$ cat config.mk
export PLATFORM = sky130hd
export DESIGN_NAME = gpu_mem_arbiter
export DESIGN_NICKNAME = d
export VERILOG_FILES = /design/src/rtl/gpu_pkg.sv /design/src/rtl/gpu_mem_arbiter_rr_picker.sv /design/src/rtl/gpu_mem_arbiter.sv
export SDC_FILE = /design/constraint.sdc
export NUM_CORES = 1
export LEC_CHECK = 0
export CORE_AREA = 4 4 91 93
export CTS_BUF_LIST = sky130_fd_sc_hd__clkbuf_16
export DETAILED_ROUTE_END_ITERATION = 16
export DIE_AREA = 0 0 95 97
export PLACE_DENSITY = 0.89
export SYNTH_ARGS = -nofsm -noshare
export SYNTH_HDL_FRONTEND = slang
export SYNTH_HIERARCHICAL = 1
export SYNTH_SLANG_ARGS = --single-unit
$ cat constraint.sdc
create_clock -name clock -period 3.05 [get_ports clock]
set_clock_uncertainty 0.15 [all_clocks]
set_input_delay 0.4575 -clock clock [delete_from_list [all_inputs] [get_ports clock]]
set_output_delay 0.4575 -clock clock [all_outputs]
set_load 0.005 [all_outputs]
$ cat src/rtl/gpu_pkg.sv
// Shared types and constants for the voxel_gpu memory arbiter.
package gpu;

    typedef logic [31:0] mem_addr_t;
    typedef logic [7:0]  mem_byte_t;

    typedef enum logic [1:0] {
        ARB_IDLE,
        ARB_GRANT,
        ARB_RDWAIT
    } arb_state_t;

    localparam int unsigned ARB_MAX_REQ = 8;

endpackage

$ cat src/rtl/gpu_mem_arbiter_rr_picker.sv
// Combinational circular priority encoder: first requester strictly after rr_ptr wins.
module gpu_rr_picker #(
    parameter int unsigned NUM_REQ = 4
) (
    input  logic [NUM_REQ-1:0]         req,
    input  logic [$clog2(NUM_REQ)-1:0] rr_ptr,
    output logic                       valid,
    output logic [$clog2(NUM_REQ)-1:0] index
);

    localparam int unsigned IdxW = $clog2(NUM_REQ);

    always_comb begin
        int unsigned j;
        valid = 1'b0;
        index = '0;
        j     = 0;
        // Scan rr_ptr+1 .. rr_ptr+NUM_REQ so the last owner has lowest priority.
        for (int unsigned i = 1; i <= NUM_REQ; i++) begin
            j = (32'(rr_ptr) + i) % NUM_REQ;
            if (!valid && req[j[IdxW-1:0]]) begin
                valid = 1'b1;
                index = j[IdxW-1:0];
            end
        end
    end

endmodule

$ cat src/rtl/gpu_mem_arbiter.sv
// Round-robin arbiter sharing the byte-wide m1 Avalon master between NUM_REQ requesters.
// Optional watchdog enabled by defining GPU_ARB_TIMEOUT_EN.
module gpu_mem_arbiter
    import gpu::*;
#(
    parameter int unsigned NUM_REQ        = 4,
    parameter int unsigned TIMEOUT_CYCLES = 1024
) (
    input  logic                     clock,
    input  logic                     reset,
    input  logic [NUM_REQ-1:0][31:0] req_address,
    input  logic [NUM_REQ-1:0]       req_read,
    input  logic [NUM_REQ-1:0]       req_write,
    input  logic [NUM_REQ-1:0][7:0]  req_writedata,
    output logic [NUM_REQ-1:0]       req_waitrequest,
    output logic [7:0]               req_readdata,
    output logic [NUM_REQ-1:0]       req_readdatavalid,
    output logic [31:0]              m1_address,
    output logic                     m1_read,
    output logic                     m1_write,
    output logic [7:0]               m1_writedata,
    input  logic                     m1_waitrequest,
    input  logic [7:0]               m1_readdata,
    input  logic                     m1_readdatavalid,
    output logic                     busy,
    output logic                     timeout_err
);

    localparam int unsigned IdxW = $clog2(NUM_REQ);

    arb_state_t      state_q, state_d;
    logic [IdxW-1:0] owner_q, owner_d;
    logic [IdxW-1:0] rr_ptr_q, rr_ptr_d;
    logic [IdxW-1:0] pick_idx;
    logic            pick_valid;
    logic            own_rd, own_wr;
    logic            expire;
    logic            timeout_hit;

    gpu_rr_picker #(
        .NUM_REQ (NUM_REQ)
    ) u_picker (
        .req    (req_read | req_write),
        .rr_ptr (rr_ptr_q),
        .valid  (pick_valid),
        .index  (pick_idx)
    );

    // Read wins when a requester raises both commands.
    assign own_rd = req_read[owner_q];
    assign own_wr = req_write[owner_q] & ~own_rd;
    assign busy   = (state_q != ARB_IDLE);

`ifdef GPU_ARB_TIMEOUT_EN
    logic [15:0] cnt_q, cnt_d;
    logic        timeout_err_q, timeout_err_d;

    // >= so a GRANT->RDWAIT hop on the limit cycle still expires one cycle later.
    assign expire      = busy && (cnt_q >= 16'(TIMEOUT_CYCLES - 1));
    assign timeout_err = timeout_err_q;

    always_comb begin
        cnt_d         = (state_q == ARB_IDLE) ? 16'd0 : cnt_q + 16'd1;
        timeout_err_d = timeout_err_q | timeout_hit;
    end

    always_ff @(posedge clock) begin
        if (!reset) begin
            cnt_q         <= '0;
            timeout_err_q <= 1'b0;
        end else begin
            cnt_q         <= cnt_d;
            timeout_err_q <= timeout_err_d;
        end
    end
`else
    logic unused_cfg;

    assign expire      = 1'b0;
    assign timeout_err = 1'b0;
    assign unused_cfg  = ^{timeout_hit, 32'(TIMEOUT_CYCLES)};
`endif

    always_comb begin
        state_d           = state_q;
        owner_d           = owner_q;
        rr_ptr_d          = rr_ptr_q;
        req_waitrequest   = '1;
        req_readdatavalid = '0;
        req_readdata      = '0;
        m1_address        = '0;
        m1_read           = 1'b0;
        m1_write          = 1'b0;
        m1_writedata      = '0;
        timeout_hit       = 1'b0;

        unique case (state_q)
            ARB_IDLE: begin
                if (pick_valid) begin
                    owner_d = pick_idx;
                    state_d = ARB_GRANT;
                end
            end
            ARB_GRANT: begin
                m1_address   = req_address[owner_q];
                m1_read      = own_rd;
                m1_write     = own_wr;
                m1_writedata = req_writedata[owner_q];
                if (!m1_waitrequest) begin
                    req_waitrequest[owner_q] = 1'b0;
                    if (own_rd && !m1_readdatavalid) begin
                        state_d = ARB_RDWAIT;
                    end else begin
                        req_readdatavalid[owner_q] = own_rd;
                        req_readdata               = own_rd ? m1_readdata : 8'h00;
                        rr_ptr_d                   = owner_q;
                        state_d                    = ARB_IDLE;
                    end
                end else if (expire) begin
                    timeout_hit                = 1'b1;
                    req_waitrequest[owner_q]   = 1'b0;
                    req_readdatavalid[owner_q] = own_rd;
                    rr_ptr_d                   = owner_q;
                    state_d                    = ARB_IDLE;
                end
            end
            ARB_RDWAIT: begin
                if (m1_readdatavalid) begin
                    req_readdatavalid[owner_q] = 1'b1;
                    req_readdata               = m1_readdata;
                    rr_ptr_d                   = owner_q;
                    state_d                    = ARB_IDLE;
                end else if (expire) begin
                    timeout_hit                = 1'b1;
                    req_waitrequest[owner_q]   = 1'b0;
                    req_readdatavalid[owner_q] = 1'b1;
                    rr_ptr_d                   = owner_q;
                    state_d                    = ARB_IDLE;
                end
            end
            default: state_d = ARB_IDLE;
        endcase
    end

    always_ff @(posedge clock) begin
        if (!reset) begin
            state_q  <= ARB_IDLE;
            owner_q  <= '0;
            rr_ptr_q <= IdxW'(NUM_REQ - 1);
        end else begin
            state_q  <= state_d;
            owner_q  <= owner_d;
            rr_ptr_q <= rr_ptr_d;
        end
    end

endmodule

# After elaboration in Yosys (flattened, before gate mapping)
# Cells that the tools add are included.
# op_classes
bitwise	5
n_addsub	4
eq_ne	6
n_reduce_logical	15
order_cmp	6
mux	50
# ops
cell	count
binary-select mux 32 bit (select 2 bit)	1
2-to-1 mux 32 bit	2
2-to-1 mux 8 bit	6
2-to-1 mux 2 bit	11
2-to-1 mux 4 bit	5
binary-select mux 8 bit (select 2 bit)	1
one-hot mux 8 bit (2 select lines)	1
< comparator 2 x 3 -> 1 bit (second input constant)	5
2-to-1 mux 1 bit	13
binary-select mux 1 bit (select 2 bit)	6
!= test 2 bit (second input constant)	4
one-hot mux 4 bit (2 select lines)	1
one-hot mux 2 bit (3 select lines)	1
logical AND 1 bit	5
adder 2 x 1 -> 2 bit (second input constant)	2
adder 2 bit (second input constant)	2
AND 4 bit	1
logical NOT 1 bit	4
inverter 4 bit	1
bitwise OR 4 bit	1
one-hot mux 2 bit (2 select lines)	1
AND reduction 4 bit	1
nonzero test 2 bit	2
AND reduction 3 bit	1
8 further kinds	8
# word_totals
word_cells	89
output_inout_bits	60
in_bits	180
reg_bits	6

# Depth between registers and ports, before layout
# Gate-level depths: netlist of run 1.
# depth
word_depth	15
ltp_mapped	7

# Modules after synthesis
# The synthesis of run 1 kept the hierarchy.
# modules_own_cells
mod	area_each_um2	n_inst	cells_per_inst	seq_area_each_um2
gpu_mem_arbiter	1814.2	1	168	120.1
gpu_rr_picker	91.3	1	14	0.0

# Worst setup path before layout of run 1
# OpenSTA, ideal clock, no wires.
# synth_timing
path_type	register to output
start	register owner_q[0]
end	output req_readdatavalid[3]
t_required_ns	2.442
arrival_ns	1.421
n_path_buf	1
slack_ns	1.021
path_stages_with_launch	6
path_cell_list	dfxtp_1 > buf_6 > mux4_2 > a21oi_4 > nor2_2 > and3_1
# synth_between
elab_chain_cells	8
# synth_lines
element	line_no	text
from (decl)	gpu_mem_arbiter.sv:32	logic [IdxW-1:0] owner_q, owner_d;
from (signal assigned)	gpu_mem_arbiter.sv:152	owner_q <= owner_d;
< comparator 2 x 3 -> 1 bit or >= comparator 2 x 1 -> 1 bit (tied branches)	-	
logical AND 1 bit	-	
2-to-1 mux 1 bit	-	
demux 1 bit (select 2 bit)	-	
AND 4 bit (no line)	-	
2-to-1 mux 4 bit	gpu_mem_arbiter.sv:111	if (own_rd && !m1_readdatavalid) begin
2-to-1 mux 4 bit	gpu_mem_arbiter.sv:109	if (!m1_waitrequest) begin
one-hot mux 4 bit (2 select lines) *	gpu_mem_arbiter.sv:97	unique case (state_q)
to (decl)	gpu_mem_arbiter.sv:17	output logic [NUM_REQ-1:0] req_readdatavalid,
# Every way passes the cells marked *; elsewhere a longest branch is shown, timed or not. The select of a mux whose other input is x is not followed.

# Worst setup path after layout of run 1
# layout_timing
start	input req_read[1]
end	output req_readdata[1]
# layout_between
elab_chain_cells	6
# layout_lines
element	line_no	text
from (decl)	gpu_mem_arbiter.sv:12	input logic [NUM_REQ-1:0] req_read,
binary-select mux 1 bit (select 2 bit) *	gpu_mem_arbiter.sv:50	assign own_rd = req_read[owner_q];
2-to-1 mux 1 bit (not written as such) *	gpu_mem_arbiter.sv:50	
2-to-1 mux 8 bit or logical AND 1 bit (tied branches)	gpu_mem_arbiter.sv:115, gpu_mem_arbiter.sv:111	
2-to-1 mux 8 bit *	gpu_mem_arbiter.sv:111	
2-to-1 mux 8 bit *	gpu_mem_arbiter.sv:109	
one-hot mux 8 bit (2 select lines) *	gpu_mem_arbiter.sv:97	
to (decl)	gpu_mem_arbiter.sv:16	output logic [7:0] req_readdata,
# Marks and branches as above.

==> Flow_metrics.wiki, run 1 <==
{| class="wikitable"
! Metric !! Value
|-
| CTS Hold Bufs || 0
|-
| Clk Latency, worst-skew pair || around 240 ps
|-
| Total GRT Usage || 0.2011
|-
| Min-delay worst type || reg -> reg
|-
| Via density per instance || about 4.9
|-
| Switching power share of the total || 0.2904
|-
| Global-route wire length before repair || about 14000 µm
|-
| Placement row count || 32
|-
| Final count of hold timing violations || 0
|-
| Average footprint of a synthesized cell || approximately 10 µm²
|-
| Worst EP required || around 2400 ps
|-
| Number of nets in the finished design || 596
|-
| Number of top-level pins || 240
|-
| Worst endpoint data arrival time || 2360 ps
|-
| Routed wire length per instance || 18.99 µm
|-
| CTS Buffer Depth || 2
|-
| Total clock buffers created by CTS || 3
|-
| Area of the multi-input gates || 1677 µm²
|-
| Placed wire-length estimate || between 8000 and 9000 µm
|-
| Via count of the first global-routing pass || approximately 2800
|-
| Portion of the post-synthesis area used by sequential elements || 0.06303
|-
| Fillers || 622
|-
| Count of mapped cells out of synthesis || approximately 180
|-
| Hold Path Depth || 2
|-
| Initial standard-cell utilization of the core || 0.2532
|-
| Reg power frac || 0.089
|-
| Netlist area before placement || about 1900 µm²
|-
| Total negative slack for setup checks || 0 ps
|-
| Fin crit share || 0.9729
|-
| Initial antenna violation count || 0
|-
| Netlist cell types || 33
|-
| Number of gates resized after cts || 0
|-
| Total number of vias || roughly 2500
|-
| Status || finished clean
|-
| Yosys synthesis warning count || 6
|-
| Combinational group share of total power || 0.714
|-
| Deepest level of the CTS H-tree || 1
|-
| Post-synthesis register bit count || 6
|-
| Setup Viol. Count Final || 0
|-
| Area enclosed by the die boundary || between 9000 and 10000 µm²
|-
| Relative area change from synthesis to final layout || 134.8%
|-
| Antenna diode instance count || 0
|-
| Reg-to-reg critical path startpoint || state_q[1]
|-
| Worst R2R End || rr_ptr_q[0]
|-
| CP Class || in -> out
|-
| CTS tree || done
|-
| Slew Viols, Final || 0
|-
| Setup repair bufs after CTS || 0
|-
| Power Total || ~1.2 mW
|-
| Synthesized netlist net count || 366
|-
| Maximum resistive drop on vdd || 0.2990 mV
|-
| Total clock sinks || 6
|-
| Shortest clock period the worst path allows after layout || around 3000 ps
|-
| Sort of element at the start of the critical path || input port
|-
| Leak Pwr || roughly 1.6 nW
|-
| Unrepaired setup endpoints after global routing || no
|-
| Detailed Route Iter0 Violations || 35
|-
| Clock transition at the registers of the reported paths || around 40 ps
|-
| CP max FO || 9
|-
| ANT nets after route || 0
|-
| Top achievable clock speed || between 300 and 400 MHz
|-
| Count of cells along the worst register-to-register path || 7
|-
| Worst-case hold path end point || state_q[1]
|-
| Global placer's final weighted congestion || 0.8595
|-
| Total power density per cell area || 257.9 nW/µm²
|-
| Total area of sequential cells || roughly 130 µm²
|-
| DR DRC count || 0
|-
| Floorplan Core Area || about 7500 µm²
|-
| MaxCap Viol Count || 0
|-
| Part of the total power dissipated in the clock network || 0.197
|-
| Master cell of the clock root buffer || sky130_fd_sc_hd__clkbuf_16
|-
| Count of input and output buffers || roughly 240
|-
| Int Pwr || about 0.82 mW
|-
| Final global-route overflow total || 0
|-
| Pin count of the biggest net entering global routing || 46
|-
| Min-Delay Startpoint || state_q[1]
|-
| Die X-Extent || between 90 and 100 µm
|-
| Height of the die || just under 100 µm
|-
| Final routed wirelength across all metal layers || a little under 10000 µm
|-
| Endpoint kind of the worst setup timing path || output pin
|-
| Reg2Reg Setup Slack || 870 ps
|-
| Power dissipated by switching net loads || roughly 0.34 mW
|-
| Layout cell share with drive strength beyond 1 || 0.1509
|-
| DR pass1 iterations || 4
|}
power groups by stage:
stage	clock, mW	sequential (mW)	combinational (mW)
after CTS	0.229	0.102	0.833
after detailed placement	0	0.104	0.830
after floorplan	0	0.0966	0.383
after global routing	0.235	0.104	0.883
after global placement	0	0.103	0.809
final	0.227	0.102	0.824
kinds of logic after synthesis:
kind of cell	after synthesis	share of synthesized area
AO/OA/AOI/OAI	13	0.05779
adder cells (fa/ha/maj)	4	0.02627
buffers and inverters	25	0.05975
flip-flops	6	0.06304
multiplexers	46	0.5174
other	1	0.001968
AND/OR/NAND/NOR	87	0.2738
cell usage in the layout (no fill, tap or decap), types with 2 or more instances in the layout:
cell type / count
sky130_fd_sc_hd__nand2b_1: 3
sky130_fd_sc_hd__a21oi_1: 4
sky130_fd_sc_hd__buf_4: 4
sky130_fd_sc_hd__clkdlybuf4s50_1: 235
sky130_fd_sc_hd__clkbuf_16: 3
sky130_fd_sc_hd__and2_1: 48
sky130_fd_sc_hd__a211o_1: 2
sky130_fd_sc_hd__dlymetal6s2s_1: 3
sky130_fd_sc_hd__ha_1: 4
sky130_fd_sc_hd__and3_1: 3
sky130_fd_sc_hd__nand2_1: 9
sky130_fd_sc_hd__mux4_2: 42
sky130_fd_sc_hd__or2_2: 5
sky130_fd_sc_hd__nand3_1: 4
sky130_fd_sc_hd__nor4b_1: 3
sky130_fd_sc_hd__nand3b_1: 2
sky130_fd_sc_hd__dfxtp_1: 4
sky130_fd_sc_hd__nor2_1: 4
sky130_fd_sc_hd__mux2i_1: 4
sky130_fd_sc_hd__and2b_1: 2
sky130_fd_sc_hd__inv_1: 8
worst max-delay path: stages:
cell,delay (ps)
sky130_fd_sc_hd__clkdlybuf4s50_1,440
sky130_fd_sc_hd__mux4_2,540
sky130_fd_sc_hd__a21oi_4,240
sky130_fd_sc_hd__nor2_4,80
sky130_fd_sc_hd__and2_1,160
sky130_fd_sc_hd__clkdlybuf4s50_1,440
area by class of cell:
class                      count  area share
timing repair buffer         243      0.5453
multi-input combinational    151      0.3747
clock inverter                 1   0.0008389
clock buffer                   3     0.01678
tap                          102     0.02852
sequential                     6     0.02796
inverter                       7    0.005872
cell usage after synthesis (all sizes together):
cell type	count	area share
buf	9	0.028
conb	1	0.0020
or2	5	0.016
mux4	42	0.50
o221ai	2	0.012
nand3b	2	0.0079
nand3	4	0.011
and2	48	0.16
ha	4	0.026
nor4	1	0.0033
and2b	2	0.0079
dfxtp	6	0.063
nor2	5	0.011
nand2b	3	0.0099
or3b	1	0.0046
a211o	2	0.0092
nand2	9	0.018
o41ai	1	0.0046
nand4	1	0.0033
inv	7	0.014
nor4b	3	0.014
a21oi	6	0.024
and3	3	0.0099
a31oi	1	0.0033
clkbuf	9	0.018
a32oi	1	0.0046
mux2i	4	0.021
worst max path at each step:
stage | start | end | slack (ps) | depth (start not counted)
2_1_floorplan | owner_q[0] | req_readdatavalid[3] | 1020 | 5
3_3_place_gp | req_read[1] | req_readdatavalid[3] | 110 | 6
3_5_place_dp | req_read[0] | req_readdata[0] | 70 | 6
4_1_cts | req_read[0] | req_readdatavalid[3] | 60 | 6
5_1_grt | req_read[3] | req_readdata[1] | 2 | 6
6_report | req_read[1] | req_readdata[1] | 80 | 6
flip-flops by register name, indices dropped and copies added (netlist names):
signal / count
state_q: 2
rr_ptr_q: 2
owner_q: 2
layer usage:
layer | vias to the layer above | GRT usage | part of all wire
li1 | 1159 | - | -
met1 | 1186 | 0.2139 | 0.34
met2 | 154 | 0.3736 | 0.52
met3 | 26 | 0.05521 | 0.10
met4 | 0 | 0.06437 | 0.032
met5 | - | 0 | 0
through the flow:
stage	std cells	util	hold WS, ps	area (µm²)	setup slack (ps)
after floorplan	182	-	312.7	1906	1021
after global placement	509	0.5823	328.8	4383	106.7
after detailed placement	509	0.5823	340.1	4383	70.49
after CTS	513	0.5928	352.6	4462	60.40
after global routing	513	0.5944	392.9	4474	2.184
final	513	0.5944	352.6	4474	82.78
(Power assumes the default switching activity.)
==> inputs of run 2 (changes only) <==
--- a/config.mk
+++ b/config.mk
@@ -9,6 +9,7 @@
 export CTS_BUF_LIST = sky130_fd_sc_hd__clkbuf_16
 export DETAILED_ROUTE_END_ITERATION = 16
 export DIE_AREA = 0 0 95 97
+export GPL_TIMING_DRIVEN = 0
 export PLACE_DENSITY = 0.89
 export SYNTH_ARGS = -nofsm -noshare
 export SYNTH_HDL_FRONTEND = slang
==> run 2 against run 1 <==
Flip-flop and latch count stayed put. Register-to-register slack better by 130 ps. Final cell count is 2.3% higher. Critical path depth stayed put. Worst setup slack worse by 12 ps. Combinational power is 2% higher. Hold slack worse by 3.6 ps. Final area is 0.75% higher. Global-route usage is 0.73 points higher. First-iteration DRC count is 150% higher. Core utilization is 0.45 points higher. Critical endpoint is now req_readdata[7].
==> Flow_metrics.wiki, run 2 (synthesized netlist as in run 1, its figures left out) <==
{| class="wikitable"
! Metric !! Value
|-
| Master cell of the clock root buffer || sky130_fd_sc_hd__clkbuf_16
|-
| Leading cell types in the layout, fill and taps excluded || sky130_fd_sc_hd__clkdlybuf4s50_1 (234), sky130_fd_sc_hd__and2_1 (48), sky130_fd_sc_hd__mux4_2 (42), sky130_fd_sc_hd__nand2_1 (9), sky130_fd_sc_hd__clkbuf_1 (8)
|-
| Final hold slack || 349.0 ps (-3.599 ps)
|-
| Count of input and output buffers || 238 (unchanged)
|-
| Reg power frac || 0.085 (-0.004)
|-
| Crit-path cells || clkdlybuf4s50_1 -> mux4_2 -> a21oi_4 -> nor2_4 -> and2_1 -> clkdlybuf4s50_1
|-
| CTS Buffer Depth || 2 (unchanged)
|-
| Part of the total power dissipated in the clock network || 0.189 (-0.008)
|-
| Switching power share of the total || 0.2899 (-0.0004571)
|-
| Number of top-level pins || 240 (unchanged)
|-
| Total number of vias || 2551 (+1.0%)
|-
| Final global-route overflow total || 0 (unchanged)
|-
| CP Class || in -> out
|-
| Unrepaired setup endpoints after global routing || no
|-
| MaxCap Viol Count || 0 (unchanged)
|-
| Slowest CP cell || sky130_fd_sc_hd__mux4_2
|-
| Status || finished clean
|-
| Worst EP required || 2440 ps (about the same)
|-
| Reg2Reg Setup Slack || 1000 ps (+130 ps)
|-
| Placed wire-length estimate || 8855 µm (+5.0%)
|-
| Final routed wirelength across all metal layers || 10040 µm (+3.1%)
|-
| Total power density per cell area || 256.0 nW/µm² (-0.76%)
|-
| Initial standard-cell utilization of the core || 0.2532 (unchanged)
|-
| Placement row count || 32 (unchanged)
|-
| Setup Viol. Count Final || 0 (unchanged)
|-
| Maximum resistive drop on vdd || 0.2831 mV (-5.3%)
|-
| Placed Cells incl. Taps || 522 (+2.6%)
|-
| Min-delay worst type || reg -> reg
|-
| Leak Pwr || 1.671 nW (+2.7%)
|-
| Post-layout instance area || 4508 µm² (+0.75%)
|-
| DR DRC count || 0 (unchanged)
|-
| CP max FO || 9 (unchanged)
|-
| Total negative slack for setup checks || 0 ps (unchanged)
|-
| Antenna diode instance count || 0 (unchanged)
|-
| Final cell count without fillers || 525 (+2.3%)
|-
| Worst endpoint data arrival time || 2370 ps (about the same)
|-
| Slew margin rel. || 0.6208
|-
| CTS tree || done
|-
| Final Worst Setup Slack || 70.60 ps (-12.18 ps)
|-
| Slew at the pin with the worst max-slew slack || 568.8 ps
|-
| Initial antenna violation count || 0 (unchanged)
|-
| DR pass1 iterations || 4 (unchanged)
|-
| Total clock sinks || 6 (unchanged)
|-
| Detailed Route Iter0 Violations || 86 (+150%)
|-
| Via density per instance || 4.859 (-1.3%)
|-
| Top achievable clock speed || 335.6 MHz (-0.41%)
|-
| Final count of hold timing violations || 0 (unchanged)
|-
| Total GRT Usage || 0.2084 (+0.007293)
|-
| Most common cell after layout, fill and taps aside || sky130_fd_sc_hd__clkdlybuf4s50_1
|-
| Clock transition at the registers of the reported paths || 30 ps (about the same)
|-
| Slew Viols, Final || 0 (unchanged)
|-
| Deepest level of the CTS H-tree || 1 (unchanged)
|-
| Pin count of the biggest net entering global routing || 11 (-76%)
|-
| Total clock buffers created by CTS || 3 (unchanged)
|-
| Power dissipated by switching net loads || 0.3345 mW (-0.17%)
|-
| Worst-case setup slack after placement || 56.47 ps (-14.02 ps)
|-
| ANT nets after route || 0 (unchanged)
|-
| Largest registers || owner_q x2, rr_ptr_q x2, state_q x2
|-
| Height of the die || 97 µm (unchanged)
|-
| Routed wire length per instance || 19.13 µm (+0.71%)
|-
| Area of placed instances || 4415 µm² (+0.74%)
|-
| Global placer's final weighted congestion || 0.8457 (-1.6%)
|-
| Die X-Extent || 95 µm (unchanged)
|-
| Via count of the first global-routing pass || 2801 (+1.5%)
|-
| Number of nets in the finished design || 609 (+2.2%)
|-
| Clk Latency, worst-skew pair || 230 ps (about the same)
|-
| CTS Hold Bufs || 0 (unchanged)
|-
| Relative area change from synthesis to final layout || 136.6%
|-
| Shortest clock period the worst path allows after layout || 2979 ps (+12.18 ps)
|-
| Sort of element at the start of the critical path || input port
|-
| Combinational group share of total power || 0.726 (+0.012)
|-
| CP peak stage delay || 560 ps (+20 ps)
|-
| Fin crit share || 0.9769 (+0.003993)
|-
| Int Pwr || 0.8193 mW (about the same)
|-
| Floorplan Core Area || 7527 µm² (unchanged)
|-
| Area enclosed by the die boundary || 9215 µm² (unchanged)
|-
| Dominant cell type by count on the critical path || sky130_fd_sc_hd__clkdlybuf4s50_1
|-
| Layout cell share with drive strength beyond 1 || 0.1560 (+0.005177)
|-
| Global-route wire length before repair || 15010 µm (+4.1%)
|-
| Endpoint kind of the worst setup timing path || output pin
|}
[run 2: cell types whose count changed in the layout (fill, tap and decap cells not counted), moves of 2 or more]
cell                       previous run  this run
sky130_fd_sc_hd__dfxtp_1              4         6
sky130_fd_sc_hd__buf_4                4         1
sky130_fd_sc_hd__clkbuf_1             0         8
sky130_fd_sc_hd__buf_2                0         7
[run 2: metal layers]
| layer | global-route usage | vias up | share of wire |
|---|---|---|---|
| met5 | 0 | - | 0 |
| met4 | 0.06104 | 0 | 0.029 |
| met3 | 0.05132 | 26 | 0.090 |
| met2 | 0.3807 | 148 | 0.52 |
| met1 | 0.2337 | 1198 | 0.36 |
| li1 | - | 1179 | - |
[run 2: path summary, 6_finish.rpt]
| kind | startpoint | end | depth (start not counted) |
|---|---|---|---|
| worst max-delay path | req_read[3] | req_readdata[7] | 6 |
| worst min-delay path | state_q[1] | state_q[1] | 2 |
| worst max register to register | state_q[1] | rr_ptr_q[0] | 7 |
| worst min register to register | state_q[1] | state_q[1] | 2 |
[run 2: area by class of cell]
class	instances	area, µm²
Timing Repair Buffer	238	2392
Buffer	18	88.84
Tap cell	102	127.6
Inverter	7	26.28
Fill cell	647	3019
Sequential cell	6	120.1
Clock buffer	3	75.07
Multi-Input combinational cell	151	1678
[run 2: what timing repair did]
| action | CTS | global route |
|---|---|---|
| gates resized for setup | 0 | 8 |
| endpoints found under the setup margin | 0 | 10 |
| buffers inserted | 0 | 0 |
[run 2: power groups by stage]
stage | Clock (mW) | Combinational, mW | Sequential, mW
after detailed placement | 0 | 0.842 | 0.0990
after CTS | 0.220 | 0.844 | 0.0979
after global placement | 0 | 0.818 | 0.0979
final | 0.218 | 0.838 | 0.0983
after global routing | 0.225 | 0.903 | 0.0989
after floorplan | 0 | 0.383 | 0.0966
[run 2: per-stage QoR]
stage	power, mW	util
finish	1.154	0.5989
global route	1.227	0.5989
floorplan	0.4797	-
detailed placement	0.9411	0.5866
global placement	0.9162	0.5866
CTS	1.163	0.5966
[run 2: critical path, delay by kind of cell]
family | cells | cell delay, ps
multiplexers | 1 | 560
buffers and inverters | 2 | 890
AND/OR/NAND/NOR | 2 | 230
AO/OA/AOI/OAI | 1 | 230
